===== config.mk =====
export PLATFORM = sky130hd
export DESIGN_NAME = inv_ps_seq
export DESIGN_NICKNAME = d
export VERILOG_FILES = /design/src/rtl/inv_ps_seq.sv
export SDC_FILE = /design/constraint.sdc
export NUM_CORES = 1
export LEC_CHECK = 0
export ABC_AREA = 1
export ABC_CLOCK_PERIOD_IN_PS = 5050
export CAP_MARGIN = 20
export CORE_AREA = 2 2 252 254
export CTS_CLUSTER_SIZE = 10
export DETAILED_ROUTE_END_ITERATION = 7
export DIE_AREA = 0 0 254 256
export PLACE_DENSITY = 0.75
export SLEW_MARGIN = 20
export SYNTH_ARGS = -nofsm -noshare
export SYNTH_HDL_FRONTEND = slang
export SYNTH_SLANG_ARGS = --single-unit

===== constraint.sdc =====
create_clock -name clock_i -period 5.05 [get_ports clock_i]
set_clock_uncertainty 0.2 [all_clocks]
set_input_delay 0.7575 -clock clock_i [delete_from_list [all_inputs] [get_ports clock_i]]
set_output_delay 0.7575 -clock clock_i [all_outputs]
set_load 0.02 [all_outputs]

===== src/rtl/inv_ps_seq.sv =====
// Sequential inverse of the ASCON substitution layer: undoes ps by running the
// inverse 5-bit S-box over COLS_PER_CYCLE state columns per clock.
module inv_ps_seq #(
  parameter int unsigned COLS_PER_CYCLE = 8
) (
  input  logic             clock_i,
  input  logic             resetb_i,
  input  logic             start_i,
  input  logic [4:0][63:0] state_i,
  output logic [4:0][63:0] state_o,
  output logic             busy_o,
  output logic             done_o
);

  localparam int unsigned WORD_W = 64;
  localparam int unsigned CNT_W  = 6;
  localparam logic [CNT_W-1:0] CNT_STEP = CNT_W'(COLS_PER_CYCLE);
  localparam logic [CNT_W-1:0] CNT_LAST = CNT_W'(WORD_W - COLS_PER_CYCLE);

  localparam logic [1:0] IDLE = 2'd0;
  localparam logic [1:0] RUN  = 2'd1;
  localparam logic [1:0] DONE = 2'd2;

  generate
    if (!(COLS_PER_CYCLE == 1 || COLS_PER_CYCLE == 2 || COLS_PER_CYCLE == 4 ||
          COLS_PER_CYCLE == 8 || COLS_PER_CYCLE == 16 || COLS_PER_CYCLE == 32 ||
          COLS_PER_CYCLE == 64)) begin : g_bad_cols
      $error("inv_ps_seq: COLS_PER_CYCLE must be a power of two from 1 to 64");
    end
  endgenerate

  function automatic logic [4:0] inv_sbox(input logic [4:0] x);
    logic [4:0] y;
    case (x)
      5'd0:  y = 5'd20; 5'd1:  y = 5'd26; 5'd2:  y = 5'd7;  5'd3:  y = 5'd13;
      5'd4:  y = 5'd0;  5'd5:  y = 5'd9;  5'd6:  y = 5'd14; 5'd7:  y = 5'd18;
      5'd8:  y = 5'd10; 5'd9:  y = 5'd6;  5'd10: y = 5'd29; 5'd11: y = 5'd1;
      5'd12: y = 5'd25; 5'd13: y = 5'd21; 5'd14: y = 5'd19; 5'd15: y = 5'd30;
      5'd16: y = 5'd24; 5'd17: y = 5'd22; 5'd18: y = 5'd11; 5'd19: y = 5'd17;
      5'd20: y = 5'd3;  5'd21: y = 5'd5;  5'd22: y = 5'd28; 5'd23: y = 5'd31;
      5'd24: y = 5'd23; 5'd25: y = 5'd27; 5'd26: y = 5'd4;  5'd27: y = 5'd8;
      5'd28: y = 5'd15; 5'd29: y = 5'd12; 5'd30: y = 5'd16; default: y = 5'd2;
    endcase
    return y;
  endfunction

  logic [1:0]             fsm_q, fsm_d;
  logic [4:0][63:0]       work_q, work_d;
  logic [4:0][63:0]       subst, round;
  logic [CNT_W-1:0]       cnt_q, cnt_d;
  logic [4:0][63:0]       result_d;
  logic                   busy_d, done_d;
  logic [4:0]             col_in, col_out;

  // One RUN step: substitute the low columns, then rotate every word right so
  // the next unprocessed columns land at the bottom.
  always_comb begin
    subst   = work_q;
    round   = '0;
    col_in  = '0;
    col_out = '0;
    for (int unsigned k = 0; k < COLS_PER_CYCLE; k++) begin
      col_in  = {work_q[0][6'(k)], work_q[1][6'(k)], work_q[2][6'(k)],
                 work_q[3][6'(k)], work_q[4][6'(k)]};
      col_out = inv_sbox(col_in);
      subst[0][6'(k)] = col_out[4];
      subst[1][6'(k)] = col_out[3];
      subst[2][6'(k)] = col_out[2];
      subst[3][6'(k)] = col_out[1];
      subst[4][6'(k)] = col_out[0];
    end
    for (int unsigned w = 0; w < 5; w++) begin
      for (int unsigned i = 0; i < WORD_W; i++) begin
        round[3'(w)][6'(i)] = subst[3'(w)][6'(i + COLS_PER_CYCLE)];
      end
    end
  end

  // Next-state and next-output logic; every output is registered below.
  always_comb begin
    fsm_d    = fsm_q;
    work_d   = work_q;
    cnt_d    = cnt_q;
    result_d = state_o;
    busy_d   = 1'b0;
    done_d   = 1'b0;
    case (fsm_q)
      IDLE, DONE: begin
        fsm_d = IDLE;
        if (start_i) begin
          work_d = state_i;
          cnt_d  = '0;
          fsm_d  = RUN;
          busy_d = 1'b1;
        end
      end
      RUN: begin
        work_d = round;
        cnt_d  = cnt_q + CNT_STEP;
        busy_d = 1'b1;
        if (cnt_q == CNT_LAST) begin
          fsm_d    = DONE;
          busy_d   = 1'b0;
          done_d   = 1'b1;
          result_d = round;
        end
      end
      default: fsm_d = IDLE;
    endcase
  end

  always_ff @(posedge clock_i or negedge resetb_i) begin
    if (!resetb_i) begin
      fsm_q   <= IDLE;
      work_q  <= '0;
      cnt_q   <= '0;
      state_o <= '0;
      busy_o  <= 1'b0;
      done_o  <= 1'b0;
    end else begin
      fsm_q   <= fsm_d;
      work_q  <= work_d;
      cnt_q   <= cnt_d;
      state_o <= result_d;
      busy_o  <= busy_d;
      done_o  <= done_d;
    end
  end

endmodule

==> results.tsv, run 1 <==
stage	metric	value	unit
status	result of the run	finished, final reports clean	
place	Setup WS pre-CTS	1700	ps
floorplan	area enclosed by the die boundary	65000	um2
cts	clock root buffer	sky130_fd_sc_hd__clkbuf_16	
global_route	first-pass GRT wire length	148000	um
global_route	vias in the first global route	25400	
sta	setup violators final	0	
logic_synthesis	share of the synthesized netlist area taken by xor and xnor gates	0	
sta	Final Worst Setup Slack	2090	ps
logic_synthesis	number of cells produced by synthesis	3473	
place	routability cong.	0.914	
sta	period utilisation layout	0.586	
logic_synthesis	Yosys top cell area share	0.567	
floorplan	height of the die	256	um
place	input/output buffers	644	
cts	maximum buffer depth of the clock tree	3	
global_route	All-Layer GR Usage	0.292	
route	number of detailed-route iterations in the first pass	5	
route	Routed wire per std cell	19.5	um
cells_and_area	most frequent standard cell in the layout excluding fill and tap cells	sky130_fd_sc_hd__nand2_1	
logic_synthesis	synthesized-area fraction occupied by ao, oa, aoi and oai cells	0.0731	
worst_setup_path	kind of end point of the critical path	flip-flop	
worst_hold_path	worst hold-check path type	in2async	
power	Power per Cell Area	745	nW/um2
worst_setup_path	type of the setup path with the least slack	reg2reg	
floorplan	top-level I/O count	645	
logic_synthesis	post-synthesis area per instance	8.22	um2
route	wirelength, routed	95400	um
sta	unrepaired setup endpoints after global routing	no	
cells_and_area	Final Non-Filler Cells	4896	
route	number of DRC markers in iteration 0	2241	
cells_and_area	# nets final	4403	
floorplan	starting utilization of the core area	0.458	
place	detailed placer's ending HPWL	65200	um
logic_synthesis	portion of the post-synthesis area used by sequential elements	0.567	
floorplan	CORE AREA	62400	um2
sta	upper clock frequency limit	0.338	GHz
global_route	antenna violations before repair	9	
global_route	pin count of the biggest net entering global routing	217	
global_route	total grt overflow	0	
route	average vias per placed instance	5.28	
sta	total negative slack	0	ps
logic_synthesis	main area contributors after synthesis	sky130_fd_sc_hd__dfrtp_1 (57%), sky130_fd_sc_hd__nand2_1 (18%), sky130_fd_sc_hd__nor2_1 (7.6%), sky130_fd_sc_hd__o22ai_1 (6.1%), sky130_fd_sc_hd__nand3_1 (2.9%)	
logic_synthesis	post-synthesis sequential element count	647	
cts	total number of clock tree sinks	647	
logic_synthesis	share of synthesized cell area in and, or, nand and nor gates	0.283	
cells_and_area	signed area change from the synthesized netlist to the final layout	31.8	%
route	# DRC	0	
cts	# H-tree levels	3	
power	Leak Pwr	18.2	nW
logic_synthesis	combinational family with the most area after synthesis	simple AND/OR/NAND/NOR gates	
worst_setup_path	highest net fanout along the worst path	151	
run	reported max-cap violation count	0	
cts	clock transition at the register clock pins on the worst setup and hold paths after CTS	50	ps
logic_synthesis	area of the mapped netlist	28500	um2
logic_synthesis	Yosys cell types	20	
place	number of instances in the placed design	4790	
floorplan	number of rows created at floorplan	92	
route	vias after detailed routing	25900	
route	Final ANT Viol Nets	0	
logic_synthesis	Synthesized Nets	3853	
sta	Final Slew Violations	0	
cts	insertion delay of the later-clocked pin in the worst-skew pair	600	ps
power	worst supply voltage drop on vdd	0.000412	V
logic_synthesis	multiplexer share of the synthesized area	0	
cts	Resized Gates After CTS	0	
cells_and_area	fraction of layout instances using a drive strength above 1	0.0319	
cells_and_area	leading cell types in the layout, fill and taps excluded	sky130_fd_sc_hd__nand2_1 (1344), sky130_fd_sc_hd__dfrtp_1 (647), sky130_fd_sc_hd__clkdlybuf4s50_1 (643)	
worst_setup_path	arrival time worst endpoint	3270	ps
cts	CTS tree	built	
logic_synthesis	YS warnings	0	
sta	hold violation count in the final report	0	
cts	hold buffers post-CTS	0	
worst_setup_path	type of element launching the critical path	flip-flop	
cts	setup bufs post-CTS	0	
worst_setup_path	required time at the endpoint of the critical path	5370	ps
sta	Period minus WS final	2960	ps
sta	relative slew slack	0.309	
logic_synthesis	dominant cell type by area after synthesis	sky130_fd_sc_hd__dfrtp_1	
floorplan	Die X-Extent	254	um
sta	Tightest Pin Transition	1040	ps
cts	cts bufs inserted	76	
logic_synthesis	post-synthesis adder-cell area fraction	0.0250	
[state kept, by name, indices dropped and copies added, names as in the netlist]
register  count
fsm_q         2
col_in        5
state_o     320
work_q       35
round       280
busy_o        1
cnt_q         3
done_o        1
[layer usage]
metal | vias up | share of wire | global-route usage
li1 | 12200 | - | -
met1 | 12500 | 0.41 | 0.387
met2 | 985 | 0.47 | 0.461
met3 | 208 | 0.071 | 0.0561
met4 | 2 | 0.046 | 0.139
met5 | - | 0.00014 | 0
[worst max-delay path, stage by stage, from the launching register on]
cell and delay, ps:
sky130_fd_sc_hd__dfrtp_1 510, sky130_fd_sc_hd__nand2_8 440, sky130_fd_sc_hd__nor2_4 400, sky130_fd_sc_hd__buf_12 320, sky130_fd_sc_hd__buf_16 500, sky130_fd_sc_hd__nand3_1 220
sky130_fd_sc_hd__nand2_1 100
[area by class of cell]
cell class              count  area, um2
diodes                      9       22.5
flip-flops and latches    647      16200
fillers                  5419      24800
clock inverters             6       70.1
well taps                 846       1060
clock buffers              90       2030
repair buffers            675       6850
multi-input cells        2490      10900
inverters                 133        507
[synthesized netlist by cell type (all sizes together)]
cell type	count
clkinv	7
a21oi	18
nor2	576
nand2	1347
or2	2
ha	57
inv	126
o22ai	280
o21ai	37
dfrtp	647
clkbuf	61
buf	142
nand3	165
o211ai	8
[where the power goes]
group	switching (mW)	internal [mW]	total [mW]	leakage [nW]
Sequential	2.58	7.81	10.4	7.70
Clock	2.04	2.80	4.84	1.02
Combinational	7.68	5.11	12.8	9.45
[final timing paths]
check                               end  startpoint  cells past startpoint  slack [ps]
min in group clock_i           cnt_q[5]    cnt_q[5]                      1         260
min                        state_o[102]    resetb_i                      1           3
max reg2reg                 state_o[60]    fsm_q[0]                      6        2090
max                         state_o[60]    fsm_q[0]                      6        2090
min reg2reg                    cnt_q[5]    cnt_q[5]                      1         260
max in group asynchronous    round[202]    resetb_i                      2        3480
[through the flow]
stage	cell area, um2	power, mW	hold WS, ps	util
2_1_floorplan	28500	17.5	235	-
6_report	37600	28.0	3.16	0.603
4_1_cts	37600	28.1	3.95	0.602
5_1_grt	37600	30.0	45.7	0.603
3_3_place_gp	35500	22.9	252	0.569
3_5_place_dp	35500	23.1	257	0.569
[kinds of logic after synthesis]
logic type	after synthesis
DFF	647
and+or+nand+nor	2090
adders and majority gates	57
AOI/OAI and AO/OA	343
buffers and inverters	336
No activity file was read; power rests on OpenSTA's default activity.
==> inputs of run 2 (changes only) <==
--- a/config.mk
+++ b/config.mk
@@ -6,13 +6,13 @@
 export NUM_CORES = 1
 export LEC_CHECK = 0
 export ABC_AREA = 1
-export ABC_CLOCK_PERIOD_IN_PS = 5050
+export ABC_CLOCK_PERIOD_IN_PS = 3000
 export CAP_MARGIN = 20
-export CORE_AREA = 2 2 252 254
+export CORE_AREA = 2 2 255 257
 export CTS_CLUSTER_SIZE = 10
 export DETAILED_ROUTE_END_ITERATION = 7
-export DIE_AREA = 0 0 254 256
-export PLACE_DENSITY = 0.75
+export DIE_AREA = 0 0 257 259
+export PLACE_DENSITY = 0.73
 export SLEW_MARGIN = 20
 export SYNTH_ARGS = -nofsm -noshare
 export SYNTH_HDL_FRONTEND = slang
==> constraint.sdc (replaced) <==
create_clock -name clock_i -period 3 [get_ports clock_i]
set_clock_uncertainty 0.2 [all_clocks]
set_input_delay 0.45 -clock clock_i [delete_from_list [all_inputs] [get_ports clock_i]]
set_output_delay 0.45 -clock clock_i [all_outputs]
set_load 0.02 [all_outputs]
==> results.tsv, run 2 (same netlist as run 1, synthesis figures left out) <==
stage	metric	value	unit
global_route	antenna violations before repair	16	
worst_setup_path	cell type of the slowest stage on the worst timing path	sky130_fd_sc_hd__clkdlybuf4s50_1	
cells_and_area	signed area change from the synthesized netlist to the final layout	32.9	%
cells_and_area	Final Non-Filler Cells	4934	
sta	Tightest Pin Transition	1050	ps
global_route	vias in the first global route	25600	
cts	total number of clock tree sinks	647	
route	vias after detailed routing	26100	
power	part of the total power dissipated in sequential elements	0.364	
worst_setup_path	kind of cell with the highest combined delay on the critical path	buffers and inverters	
route	average vias per placed instance	5.28	
worst_setup_path	highest net fanout along the worst path	2	
cells_and_area	fraction of layout instances using a drive strength above 1	0.0372	
global_route	All-Layer GR Usage	0.291	
sta	upper clock frequency limit	0.432	GHz
worst_setup_path	kind of end point of the critical path	output port	
status	result of the run	finished, final reports clean	
power	worst supply voltage drop on vdd	0.000986	V
route	Final ANT Viol Nets	0	
route	# DRC	0	
sta	hold violation count in the final report	0	
worst_setup_path	type of element launching the critical path	flip-flop	
sta	total negative slack	0	ps
cells_and_area	flip-flop count of the largest register after layout	320	
cells_and_area	combined area of the multi-input logic cells	10900	um2
cts	maximum buffer depth of the clock tree	3	
floorplan	starting utilization of the core area	0.447	
worst_setup_path	arrival time worst endpoint	1660	ps
sta	Final Slew Violations	0	
worst_setup_path	cells on worst reg2reg path	6	
cts	Resized Gates After CTS	0	
worst_hold_path	worst hold-check path type	in2async	
cells_and_area	Filler Cells Inserted	5515	
worst_setup_path	sequence of cells on the critical path	clkdlybuf4s50_1	
place	detailed placer's ending HPWL	68200	um
floorplan	Die X-Extent	257	um
floorplan	height of the die	259	um
sta	unrepaired setup endpoints after global routing	no	
worst_setup_path	CP max stage delay	720	ps
power	Clock Power Share	0.173	
floorplan	CORE AREA	63900	um2
global_route	total grt overflow	0	
route	Routed wire per std cell	19.8	um
cts	CTS tree	built	
sta	relative slew slack	0.299	
place	input/output buffers	644	
cells_and_area	most frequent standard cell in the layout excluding fill and tap cells	sky130_fd_sc_hd__nand2_1	
cts	clock root buffer	sky130_fd_sc_hd__clkbuf_16	
route	number of DRC markers in iteration 0	2541	
cells_and_area	register with the highest flop count	state_o	
sta	Period minus WS final	2310	ps
cts	clock transition at the register clock pins on the worst setup and hold paths after CTS	50	ps
worst_setup_path	Reg2Reg Capture Point	state_o[83]	
floorplan	number of rows created at floorplan	93	
power	Leak Pwr	18.3	nW
worst_setup_path	setup slack of the worst register-to-register path	750	ps
cts	hold buffers post-CTS	1	
cells_and_area	leading cell types in the layout, fill and taps excluded	sky130_fd_sc_hd__nand2_1 (1344), sky130_fd_sc_hd__dfrtp_1 (647), sky130_fd_sc_hd__clkdlybuf4s50_1 (643)	
route	wirelength, routed	97900	um
global_route	pin count of the biggest net entering global routing	190	
power	Net Sw Frac	0.438	
floorplan	area enclosed by the die boundary	66600	um2
power	Switching Power	20.9	mW
cts	insertion delay of the later-clocked pin in the worst-skew pair	610	ps
worst_setup_path	origin of the critical flop-to-flop path	fsm_q[1]	
place	routability cong.	0.896	
worst_setup_path	required time at the endpoint of the critical path	2350	ps
power	Internal Power	26.8	mW
cts	setup bufs post-CTS	0	
power	Power per Cell Area	1260	nW/um2
sta	setup violators final	0	
run	reported max-cap violation count	0	
global_route	first-pass GRT wire length	151000	um
worst_setup_path	CP Buf/Inv Count	1	
sta	period utilisation layout	0.771	
cts	cts bufs inserted	76	
cells_and_area	sequential cell area	16200	um2
floorplan	top-level I/O count	645	
place	number of instances in the placed design	4823	
cells_and_area	# nets final	4427	
cells_and_area	final standard cell utilization of the core	0.594	
cts	# H-tree levels	3	
worst_setup_path	type of the setup path with the least slack	reg2out	
route	number of detailed-route iterations in the first pass	6	
power	Logic pwr share	0.463	
sta	Post-Route Hold Slack	155	ps
-- run 2: cell count changes in the layout (fill, tap and decap cells not counted), moves of 2 or more --
cell	before	now
sky130_fd_sc_hd__buf_12	12	21
sky130_fd_sc_hd__buf_4	18	33
sky130_fd_sc_hd__bufinv_16	0	2
sky130_fd_sc_hd__clkbuf_1	9	7
sky130_fd_sc_hd__clkbuf_8	3	1
sky130_fd_sc_hd__diode_2	9	17
-- run 2: area by class of cell --
class | instances | area share
diodes | 17 | 0.00112
flip-flops and latches | 647 | 0.427
multi-input cells | 2490 | 0.287
inverters | 133 | 0.0134
clock buffers | 85 | 0.0518
clock inverters | 8 | 0.00346
repair buffers | 699 | 0.188
well taps | 855 | 0.0282
-- run 2: metal layers --
layer,vias to the layer above,share of wire,GRT usage
li1,12200,-,-
met1,12600,0.41,0.384
met2,1037,0.47,0.466
met3,210,0.069,0.0528
met4,0,0.045,0.140
met5,-,0,0
-- run 2: power by group through the flow --
stage / registers [mW] / clock network [mW] / logic, mW
finish: 17.3 / 8.26 / 22.1
global route: 17.8 / 8.73 / 24.5
CTS: 17.3 / 8.41 / 22.2
detailed placement: 17.3 / 0 / 22.1
global placement: 17.3 / 0 / 21.6
floorplan: 18.1 / 0 / 11.3
-- run 2: how the worst max path moves through the flow --
stage                           start     endpoint  cells after the start
after floorplan           work_q[196]   round[116]                     10
after global placement        start_i   round[238]                      7
after detailed placement      start_i   round[237]                      7
after CTS                    fsm_q[0]  state_o[89]                      6
after global routing         fsm_q[0]  state_o[93]                      6
final                     state_o[61]  state_o[61]                      1
-- run 2: metrics by stage --
stage | area [um2] | total power [mW] | worst slack, ps
after global placement | 35800 | 38.9 | 621
after detailed placement | 35800 | 39.4 | 577
after CTS | 37900 | 47.9 | 624
after global routing | 37900 | 51.0 | 585
final | 37900 | 47.7 | 687
after floorplan | 28500 | 29.4 | 1360
